File: config.mk
export PLATFORM = sky130hd
export DESIGN_NAME = decode_hazard_ctrl_flat
export DESIGN_NICKNAME = d
export VERILOG_FILES = /design/src/rtl/decode_hazard_ctrl_if.sv /design/src/rtl/decode_hazard_ctrl.sv /design/src/flat_wrapper.sv
export SDC_FILE = /design/constraint.sdc
export NUM_CORES = 1
export LEC_CHECK = 0
export CAP_MARGIN = 20
export CORE_AREA = 5 5 162 164
export DETAILED_ROUTE_END_ITERATION = 10
export DIE_AREA = 0 0 167 169
export GPL_ROUTABILITY_DRIVEN = 0
export PLACE_DENSITY = 0.48
export SLEW_MARGIN = 20
export SYNTH_ARGS = -nofsm -noshare
export SYNTH_HDL_FRONTEND = slang
export SYNTH_SLANG_ARGS = --single-unit
File: constraint.sdc
create_clock -name clk -period 6.1 [get_ports clk]
set_input_delay 1.83 -clock clk [delete_from_list [all_inputs] [get_ports clk]]
set_output_delay 1.83 -clock clk [all_outputs]
set_load 0.02 [all_outputs]
File: src/rtl/decode_hazard_ctrl_if.sv
// Decode-stage hazard bundle: decode/writeback status from the pipeline and
// the stall/flush/redirect controls returned by the hazard controller.
interface decode_hazard_ctrl_if;
    logic        ValidD;
    logic [4:0]  Rs1D;
    logic [4:0]  Rs2D;
    logic        UseRs1D;
    logic        UseRs2D;
    logic [4:0]  RdD;
    logic        RegWriteEnD;
    logic        IsBranchTakenD;
    logic        JumpD;
    logic        RegWriteEnW;
    logic [4:0]  RDW;
    logic        StallF;
    logic        StallD;
    logic        BubbleE;
    logic        FlushD;
    logic        RedirectF;
    logic        HangErr;
    logic [31:0] PendingMask;

    modport master (
        output ValidD, Rs1D, Rs2D, UseRs1D, UseRs2D, RdD, RegWriteEnD,
               IsBranchTakenD, JumpD, RegWriteEnW, RDW,
        input  StallF, StallD, BubbleE, FlushD, RedirectF, HangErr, PendingMask
    );

    modport slave (
        input  ValidD, Rs1D, Rs2D, UseRs1D, UseRs2D, RdD, RegWriteEnD,
               IsBranchTakenD, JumpD, RegWriteEnW, RDW,
        output StallF, StallD, BubbleE, FlushD, RedirectF, HangErr, PendingMask
    );
endinterface

File: src/rtl/decode_hazard_ctrl.sv
// Scoreboard hazard controller: per-register pending-write counters gate the
// decode stage, and a stall watchdog flags a pipeline that never drains.
module decode_hazard_ctrl #(
    parameter bit          WB_BYPASS = 1'b1,
    parameter int unsigned MAX_STALL = 15
) (
    input logic                 clk,
    input logic                 rst,
    decode_hazard_ctrl_if.slave hz
);
    typedef enum logic [1:0] {
        RUN   = 2'd0,
        STALL = 2'd1,
        ERR   = 2'd2
    } state_t;

    localparam logic [4:0] MAX_STALL_W = 5'(MAX_STALL);

    logic [1:0]  cnt_r      [32];
    logic [1:0]  cntNext_s  [32];
    logic [31:0] pendMask_r;
    logic [31:0] pendMaskNext_s;
    logic        hangErr_r;
    logic        hangErrNext_s;
    state_t      state_r;
    state_t      stateNext_s;
    logic [3:0]  stallCnt_r;
    logic [3:0]  stallCntNext_s;
    logic [3:0]  stallCntInc_s;
    logic        sbErr_s;
    logic        hazard_s;
    logic        issue_s;
    logic        retire_s;
    logic        stall_s;
    logic        redirect_s;

    // A register whose only pending writer retires this cycle is readable when W bypasses into D.
    function automatic logic reg_busy(input logic [1:0] c, input logic [4:0] r,
                                      input logic ret, input logic [4:0] retReg);
        logic b;
        if (c == 2'd0) begin
            b = 1'b0;
        end else if (WB_BYPASS && (c == 2'd1) && ret && (retReg == r)) begin
            b = 1'b0;
        end else begin
            b = 1'b1;
        end
        return b;
    endfunction

    assign retire_s = hz.RegWriteEnW & (hz.RDW != 5'd0);

    // Hazard detection and pipeline-control generation, all forced low in reset.
    always_comb begin
        hazard_s   = 1'b0;
        stall_s    = 1'b0;
        redirect_s = 1'b0;
        if (rst) begin
            hazard_s = 1'b0;
        end else begin
            hazard_s = hz.ValidD &
                       ((hz.UseRs1D & reg_busy(cnt_r[hz.Rs1D], hz.Rs1D, retire_s, hz.RDW)) |
                        (hz.UseRs2D & reg_busy(cnt_r[hz.Rs2D], hz.Rs2D, retire_s, hz.RDW)));
            if (hazard_s) begin
                stall_s = 1'b1;
            end else if (hz.ValidD & (hz.IsBranchTakenD | hz.JumpD)) begin
                redirect_s = 1'b1;
            end else begin
                stall_s    = 1'b0;
                redirect_s = 1'b0;
            end
        end
    end

    assign issue_s = hz.ValidD & hz.RegWriteEnD & (hz.RdD != 5'd0) & ~stall_s;

    assign hz.StallF      = stall_s;
    assign hz.StallD      = stall_s;
    assign hz.BubbleE     = stall_s;
    assign hz.FlushD      = redirect_s;
    assign hz.RedirectF   = redirect_s;
    assign hz.HangErr     = hangErr_r;
    assign hz.PendingMask = pendMask_r;

    // Scoreboard next state; saturation or underflow holds the counter and reports an error.
    always_comb begin
        sbErr_s        = 1'b0;
        pendMaskNext_s = 32'd0;
        for (int r = 0; r < 32; r++) begin
            cntNext_s[r] = cnt_r[r];
            if (r == 0) begin
                cntNext_s[r] = 2'd0;
            end else if ((issue_s && (hz.RdD == 5'(r))) && (retire_s && (hz.RDW == 5'(r)))) begin
                cntNext_s[r] = cnt_r[r];
            end else if (issue_s && (hz.RdD == 5'(r))) begin
                if (cnt_r[r] == 2'd3) begin
                    sbErr_s = 1'b1;
                end else begin
                    cntNext_s[r] = cnt_r[r] + 2'd1;
                end
            end else if (retire_s && (hz.RDW == 5'(r))) begin
                if (cnt_r[r] == 2'd0) begin
                    sbErr_s = 1'b1;
                end else begin
                    cntNext_s[r] = cnt_r[r] - 2'd1;
                end
            end else begin
                cntNext_s[r] = cnt_r[r];
            end
            pendMaskNext_s[r] = (cntNext_s[r] != 2'd0);
        end
    end

    assign stallCntInc_s = (stallCnt_r == 4'hF) ? 4'hF : (stallCnt_r + 4'd1);

    // Stall watchdog FSM: counts consecutive hazard cycles, ERR is terminal until reset.
    always_comb begin
        stateNext_s    = state_r;
        stallCntNext_s = stallCnt_r;
        case (state_r)
            RUN: begin
                if (hazard_s) begin
                    stateNext_s    = STALL;
                    stallCntNext_s = stallCntInc_s;
                end else begin
                    stallCntNext_s = 4'd0;
                end
            end
            STALL: begin
                if (hazard_s) begin
                    stallCntNext_s = stallCntInc_s;
                    if ({1'b0, stallCntInc_s} >= MAX_STALL_W) begin
                        stateNext_s = ERR;
                    end else begin
                        stateNext_s = STALL;
                    end
                end else begin
                    stateNext_s    = RUN;
                    stallCntNext_s = 4'd0;
                end
            end
            ERR: begin
                stateNext_s = ERR;
                if (hazard_s) begin
                    stallCntNext_s = stallCntInc_s;
                end else begin
                    stallCntNext_s = 4'd0;
                end
            end
            default: begin
                stateNext_s    = RUN;
                stallCntNext_s = 4'd0;
            end
        endcase
        hangErrNext_s = hangErr_r | sbErr_s | (stateNext_s == ERR);
    end

    // State registers; reset drops every pending entry along with the watchdog.
    always_ff @(posedge clk) begin
        if (rst) begin
            for (int r = 0; r < 32; r++) begin
                cnt_r[r] <= 2'd0;
            end
            pendMask_r <= 32'd0;
            hangErr_r  <= 1'b0;
            state_r    <= RUN;
            stallCnt_r <= 4'd0;
        end else begin
            for (int r = 0; r < 32; r++) begin
                cnt_r[r] <= cntNext_s[r];
            end
            pendMask_r <= pendMaskNext_s;
            hangErr_r  <= hangErrNext_s;
            state_r    <= stateNext_s;
            stallCnt_r <= stallCntNext_s;
        end
    end
endmodule

File: src/flat_wrapper.sv
// flat-port wrapper written by rule: the top's interface ports become plain ports
module decode_hazard_ctrl_flat 
#(
    parameter bit          WB_BYPASS = 1'b1,
    parameter int unsigned MAX_STALL = 15
)
  (clk, rst, hz_ValidD, hz_Rs1D, hz_Rs2D, hz_UseRs1D, hz_UseRs2D, hz_RdD, hz_RegWriteEnD, hz_IsBranchTakenD, hz_JumpD, hz_RegWriteEnW, hz_RDW, hz_StallF, hz_StallD, hz_BubbleE, hz_FlushD, hz_RedirectF, hz_HangErr, hz_PendingMask);
  decode_hazard_ctrl_if hz_i ();
  input logic clk;
  input logic rst;
  input wire logic [$bits(hz_i.ValidD)-1:0] hz_ValidD;
  input wire logic [$bits(hz_i.Rs1D)-1:0] hz_Rs1D;
  input wire logic [$bits(hz_i.Rs2D)-1:0] hz_Rs2D;
  input wire logic [$bits(hz_i.UseRs1D)-1:0] hz_UseRs1D;
  input wire logic [$bits(hz_i.UseRs2D)-1:0] hz_UseRs2D;
  input wire logic [$bits(hz_i.RdD)-1:0] hz_RdD;
  input wire logic [$bits(hz_i.RegWriteEnD)-1:0] hz_RegWriteEnD;
  input wire logic [$bits(hz_i.IsBranchTakenD)-1:0] hz_IsBranchTakenD;
  input wire logic [$bits(hz_i.JumpD)-1:0] hz_JumpD;
  input wire logic [$bits(hz_i.RegWriteEnW)-1:0] hz_RegWriteEnW;
  input wire logic [$bits(hz_i.RDW)-1:0] hz_RDW;
  output wire logic [$bits(hz_i.StallF)-1:0] hz_StallF;
  output wire logic [$bits(hz_i.StallD)-1:0] hz_StallD;
  output wire logic [$bits(hz_i.BubbleE)-1:0] hz_BubbleE;
  output wire logic [$bits(hz_i.FlushD)-1:0] hz_FlushD;
  output wire logic [$bits(hz_i.RedirectF)-1:0] hz_RedirectF;
  output wire logic [$bits(hz_i.HangErr)-1:0] hz_HangErr;
  output wire logic [$bits(hz_i.PendingMask)-1:0] hz_PendingMask;
  assign hz_i.ValidD = hz_ValidD;
  assign hz_i.Rs1D = hz_Rs1D;
  assign hz_i.Rs2D = hz_Rs2D;
  assign hz_i.UseRs1D = hz_UseRs1D;
  assign hz_i.UseRs2D = hz_UseRs2D;
  assign hz_i.RdD = hz_RdD;
  assign hz_i.RegWriteEnD = hz_RegWriteEnD;
  assign hz_i.IsBranchTakenD = hz_IsBranchTakenD;
  assign hz_i.JumpD = hz_JumpD;
  assign hz_i.RegWriteEnW = hz_RegWriteEnW;
  assign hz_i.RDW = hz_RDW;
  assign hz_StallF = hz_i.StallF;
  assign hz_StallD = hz_i.StallD;
  assign hz_BubbleE = hz_i.BubbleE;
  assign hz_FlushD = hz_i.FlushD;
  assign hz_RedirectF = hz_i.RedirectF;
  assign hz_HangErr = hz_i.HangErr;
  assign hz_PendingMask = hz_i.PendingMask;
  decode_hazard_ctrl #(.WB_BYPASS(WB_BYPASS), .MAX_STALL(MAX_STALL)) u_core (.clk(clk), .rst(rst), .hz(hz_i));
endmodule
==> metrics.yaml <==
routing:
  via_per_inst: 5.63
  top_layer_used: "met4"
  vias: 7688
  avgRoutedWirePerCell_um: 20.3
  met2WireLength_um: 11900
  dr_wl_met3_um: 2270
  routed_wl_um: 27700
  drt_iter0_drc: 812
  drtAntennaViolNets: 0
  drt-pass1-iter-count: 5
  drc: 0
  wl_met1_um: 12800
place:
  post-dp-hpwl_um: 20800
  port_buffers: 65
  placedInstanceArea_sq_um: 8550
  dp_cells: 1346
worst_setup_path:
  cp_max_fo: 8
  max_stage_delay_ns: 0.51
  endpoint_kind: "primary output"
  path_common_cell: "buf_6"
  start_kind: "primary input"
  slowest_stage: "mux4_2"
  cpLargestDelayFamily: "buffers and inverters"
  required_ns: 4.27
  crit_type: "primary input to primary output"
  critPathArrivalTime_ns: 4.14
  path_cells: "clkdlybuf4s50_1 > buf_6 > buf_6 > mux2i_1 > mux4_2 > o221ai_2 > nand4_1 > a41oi_4 > buf_12 > buf_2"
  cp.buffers_inverters: 5
synthesis:
  syn_area_per_cell_sq_um: 7.63
  netlist_area_sq_um: 7220
  synthArstFlopShare: 0
  yosysUniqueCellTypes: 75
  synth_top_area_share: 0.277
  synth.net_count: 976
  yosysWarnings: 0
  synth_top_area_cell: "dfxtp_1"
  synth_top_flop_cell: "dfxtp_1"
  synthCells: 946
  yosysSeqAreaShare: 0.277
  synth-seq-cells: 100
  synthTopCellsByArea: "dfxtp_1, mux4_2, nor2_1"
  synth_edf_count: 0
hold_path:
  hp-class: "flip-flop to flip-flop"
global_routing:
  antenna_found_initial: 0
  grt_pass1_wl_um: 43100
  grt_pass1_vias: 7213
  grt_max_degree: 80
  track_usage: 0.195
  grt_overflow: 0
flow_run:
  max_cap_viol_count: 0
final_layout:
  nets: 1060
  fin_cells: 1365
  drive_gt1_frac: 0.150
  antenna_cells: 0
  nFillCells: 2607
  design_area_sq_um: 8910
  synthToLayoutAreaGrowth_pct: 23.5
power:
  leakage_nw: 3.14
  finalPower_mw: 1.47
  powerDensity_nw_per_um2: 165
  ir_drop_mv: 0.104
floorplan:
  io_pins: 67
  die_w_um: 167
  core_area_sq_um: 24700
  start_util: 0.292
  fp.dieH_um: 169
  die-area_sq_um: 28200
  core.rowCount: 58
clock_network:
  cts_inserted_buffers: 9
  cts_buffer_depth: 2
  clk_latency_ns: 0.37
  clk_pin_slew_ns: 0.07
  clock_sinks: 100
  tritoncts: "yes"
  htree_levels: 3
  root_buffer: "clkbuf_16"
sta:
  setup_viol_count_final: 0
  tightest_slew_ns: 0.871
  report.final.slew_viol_count: 0
  period_share: 0.979
  fmax_ghz: 0.167
  slew_headroom: 0.420
  period_needed_ns: 5.97
  hold_viol: 0
  rsz0062_at_grt: "false"
  clock_skew_ns: 0.0140
outcome:
  status: "completed"
sequential cells by signal, indices dropped and copies added, names as in the netlist:
name,cells
u_core.cnt_r,62
u_core.hz.HangErr,1
u_core.hz.PendingMask,31
u_core.stallCnt_r,4
u_core.state_r,2
final cells by class:
type,count,area [sq um],area share
inverters,26,97.6,0.0109
clock inverters,6,56.3,0.00632
clock buffers,10,229,0.0257
well taps,330,413,0.0463
repair buffers,138,1290,0.145
multi-input cells,755,4820,0.541
flip-flops and latches,100,2000,0.225
cells in the mapped netlist, types with 4 or more instances:
library cell  number
buf_4              4
or2_1              9
and2_1            10
mux4_2            20
a211oi_1           6
a221oi_1          10
a21oi_1           72
or2_2             14
a31oi_1           12
nor3_1            41
nand2_1           97
clkbuf_1          38
nand2b_1          16
xnor2_1            7
mux2i_1           21
dfxtp_1          100
nor3b_1            4
nor4b_1            4
nor2_1           115
nor2b_1           12
buf_6              5
o21ai_0           66
o311ai_0           4
a21o_1             4
o31ai_1           13
nand3b_1          15
or3_1             12
nor4_1            11
mux2_2            13
and3_1             8
inv_1             26
nand4_1           19
o21a_1            10
o21bai_1           4
o32ai_1            4
xor2_1             5
nand3_1           26
o22ai_1            4
buf_2             15
or4_1             12
maj3_1             4
final timing paths:
check / cells after the start / to / slack [ns] / from
max: 10 / hz_StallF / 0.13 / hz_Rs2D[1]
min: 1 / u_core.state_r[0] / 0.46 / u_core.state_r[1]
max reg2reg: 13 / u_core.hz.HangErr / 2.14 / u_core.cnt_r[6][0]
min reg2reg: 1 / u_core.state_r[0] / 0.46 / u_core.state_r[1]
timing repair:
action,CTS,global route
cloned,2,0
hold buffers,0,0
gates resized for setup,19,13
endpoints found under the setup margin,5,5
pin swaps,1,2
buffers inserted,1,0
cell families (layout without fill, tap and decap cells):
| family | Yosys count | count (layout) | share of synthesized area |
|---|---|---|---|
| flip-flops | 100 | 100 | 0.277 |
| adder cells (fa/ha/maj) | 5 | 5 | 0.00728 |
| AND/OR/NAND/NOR | 438 | 438 | 0.308 |
| other | 1 | 1 | 0.000520 |
| buffers and inverters | 91 | 180 | 0.0574 |
| multiplexers | 57 | 57 | 0.119 |
| XOR/XNOR | 12 | 12 | 0.0146 |
| AO/OA/AOI/OAI | 242 | 242 | 0.217 |
worst reg2reg max path: stages, from the launching register on:
cell,delay [ns]
dfxtp_1,0.65
mux2i_1,0.15
mux4_2,0.51
o221ai_2,0.17
nand4_1,0.20
a41oi_4,0.27
buf_12,0.15
buf_4,0.16
buf_4,0.31
or4_1,0.20
o32a_1,0.14
o311ai_0,0.24
nor4_1,0.46
a31oi_1,0.18
routing by layer:
| layer | vias to the layer above | GRT usage |
|---|---|---|
| li1 | 3651 | - |
| met1 | 3623 | 0.281 |
| met2 | 367 | 0.298 |
| met3 | 47 | 0.0357 |
| met4 | 0 | 0.0594 |
| met5 | - | 0 |
cells in the final DEF (no fill, tap or decap), types with 13 or more instances in the layout:
| master | n |
|---|---|
| a21oi_1 | 71 |
| buf_4 | 63 |
| clkdlybuf4s50_1 | 55 |
| dfxtp_1 | 100 |
| inv_1 | 26 |
| mux2_2 | 13 |
| mux2i_1 | 21 |
| mux4_2 | 20 |
| nand2_1 | 96 |
| nand2b_1 | 16 |
| nand3_1 | 26 |
| nand3b_1 | 15 |
| nand4_1 | 19 |
| nor2_1 | 115 |
| nor3_1 | 41 |
| o21ai_0 | 66 |
| o31ai_1 | 13 |
| or2_2 | 14 |
metrics by stage:
step           utilization  setup slack, ns  hold WS [ns]  setup TNS [ns]
2_1_floorplan            -            0.143         0.422               0
3_3_place_gp         0.345           -0.388         0.452           -1.76
3_5_place_dp         0.345           -0.373         0.458           -1.79
4_1_cts              0.360          0.00959         0.469               0
5_1_grt              0.360           0.0404         0.491               0
6_report             0.360            0.126         0.458               0
report_power, final:
part	switching [mW]	internal [mW]
Combinational	0.130	0.0916
Sequential	0.00557	0.657
Clock	0.299	0.287
Note: power is estimated with default switching activity, not from simulation.
==> edit, RTL diff (same flow settings) <==
Reset style: asynchronous (`rst`), changed in one clocked block.
--- a/src/rtl/decode_hazard_ctrl.sv
+++ b/src/rtl/decode_hazard_ctrl.sv
@@ -158,3 +158,3 @@
     // State registers; reset drops every pending entry along with the watchdog.
-    always_ff @(posedge clk) begin
+    always_ff @(posedge clk or posedge rst) begin
         if (rst) begin
Check against the original RTL: not equivalent (Yosys sat finds a counterexample within 4 cycles, from zero or initial values and one cycle with rst high; the reset may be asserted at any time).
==> edit against the original RTL <==
Hold slack better by 0.086 ns. Synthesized area up 6.5%. Largest cell class unchanged. Cell area up 12%. Sequential cell count unchanged. Critical path type unchanged. Maximum frequency down 0.71%. Routed wire length up 4.4%. Critical endpoint is now hz_StallD. Critical path depth up 1. Setup slack worse by 0.043 ns. Global-route usage up 0.83 points.
Power is not compared: it rests on default switching activity, and its combinational part moved more than twofold at a synthesized area within 25%.
==> edit: results (changes against the original RTL) <==
DR WL/cell=21.0 um (+3.5%); hold crit path type=flop to flop; Peak VDD IR=between 0.15 and 0.2 mV; Pre-Repair DR Iteration Count=5 (unchanged); Biggest register=u_core.cnt_r; GR Overflow Total=0 (unchanged); P_leak=4.09 nW; layout cells sized above 1=22.8% (+7.9 points); largest net degree at the start of global routing=69 (-14%); clock root buffer=clkbuf_16; DP Wirelength=22.4 mm (+7.8%); status=complete, no violations; crit path max fanout=5 (-3); largest cells by area after synthesis=dfrtp_1 (33%), mux4_2 (5.3%), nand2_1 (4.4%), a21oi_1 (4.4%), mux2i_1 (4.2%); # H-tree levels=3 (unchanged); slowest stage cell, crit path=mux4_2; antenna violations before repair=0 (unchanged); ant diodes=0 (unchanged); Post-Place Setup Slack=-0.641 ns (-0.268 ns); DR vias/cell=5.72 (+1.5%); Buffers on Ports=65 (unchanged); max reg flops=62 (unchanged); Pins Over Slew Limit=0 (unchanged); Placed Area=9250 um2 (+8.3%); synthesized netlist cell count=923 (-2.4%); Via Count=7867 (+2.3%); register area share after synthesis=32.6% (+4.8 points); Distinct cells, synth=78 (+4.0%); ys flop type=dfrtp_1; GR Util All Layers=20.4% (+0.83 points); CP Data Arrival Time=4.19 ns (+0.05 ns); first-pass GRT wire length=44.9 mm (+4.1%); Final #Nets=1072 (+1.1%); ys async rst share=100% (+100 points); Initial DRC Count=712 (-12%); number of fill cells in the layout=2446 (-6.2%); Final Skew=0.0137 ns (-0.000341 ns); Yosys Warn Count=0 (unchanged); syn nets=953 (-2.4%); Rel. slew slack=42.0% (+0.094 points); critical path's top delay family=buffers and inverters; placed cell count=1344 (-0.15%); Worst-path clk slew=about 0.080 ns; CTS Buf Count=9 (unchanged); Commonest cells post-synth=dfrtp_1 (100), nand2_1 (90), nor2_1 (71); Slowest Stage Delay on Critical Path=0.49 ns (-0.02 ns); vias in the first global route=7500 (+4.0%); Worst-Skew Late Latency=0.37 ns (about the same); Longest Clk Path Bufs=2 (unchanged)
edit: changes by cell type in the layout (fill, tap and decap cells not counted), moves of 12 or more:
cell	before	now
dfxtp_1	100	0
buf_4	63	109
nor3_1	41	23
nand3_1	26	43
buf_6	3	15
dfrtp_1	0	100
o21ai_0	66	45
nor2_1	115	70
or2_2	14	28
edit: what timing repair did:
item	CTS	global route
gates resized for setup	53	32
buffers inserted	6	12
hold buffers	0	0
pin swaps	9	10
setup endpoints to repair	5	6
edit: through the flow:
stage	hold WS (ns)	TNS (ns)	util, %
floorplan	0.474	0	-
global placement	0.523	-3.37	37.4
finish	0.544	0	40.2
detailed placement	0.519	-3.54	37.4
CTS	0.536	0	39.2
global route	0.565	0	40.2
edit: cell type report:
cell class	instances	area share (%)
inverter	28	1.08
clock buffer	10	2.40
tap	330	4.15
sequential	100	25.2
clock inverter	5	0.843
multi-input combinational	714	49.4
timing repair buffer	189	17.0
edit: worst paths after layout:
path,from,end,slack (ns),cells after the start
max,hz_Rs2D[1],hz_StallD,0.08,11
min,u_core.stallCnt_r[0],u_core.stallCnt_r[0],0.54,1
max reg2reg,u_core.cnt_r[36],u_core.hz.HangErr,1.51,13
min reg2reg,u_core.stallCnt_r[0],u_core.stallCnt_r[0],0.54,1
max in group asynchronous,rst,u_core.cnt_r[26],3.14,3
min in group asynchronous,rst,u_core.cnt_r[13],2.01,2
edit: layer usage:
layer  GRT usage, %  up-vias  routed length, um
li1               -     3662                  -
met2           31.8      340              12800
met4           6.12        0                751
met3           4.18       54               2320
met1           28.6     3811              13000
met5              0        -                  0
edit: cells by family (layout without fill, tap and decap cells):
| logic type | Yosys count | count (layout) | share of synthesized area [%] |
|---|---|---|---|
| xor gates and xnor gates | 13 | 13 | 1.48 |
| other | 1 | 1 | 0.0488 |
| AOI/OAI and AO/OA | 250 | 250 | 22.1 |
| adders and majority gates | 5 | 5 | 0.684 |
| muxes | 60 | 60 | 10.9 |
| and+or+nand+nor | 385 | 385 | 26.3 |
| DFF | 100 | 100 | 32.6 |
| buffers and inverters | 109 | 232 | 5.90 |
edit: where the power goes:
| group | total, mW | switching, mW | internal [mW] |
|---|---|---|---|
| clock | 0.648 | 0.277 | 0.370 |
| sequential | 0.947 | 0.186 | 0.761 |
| combinational | 0.658 | 0.324 | 0.334 |
| total | 2.25 | 0.787 | 1.47 |
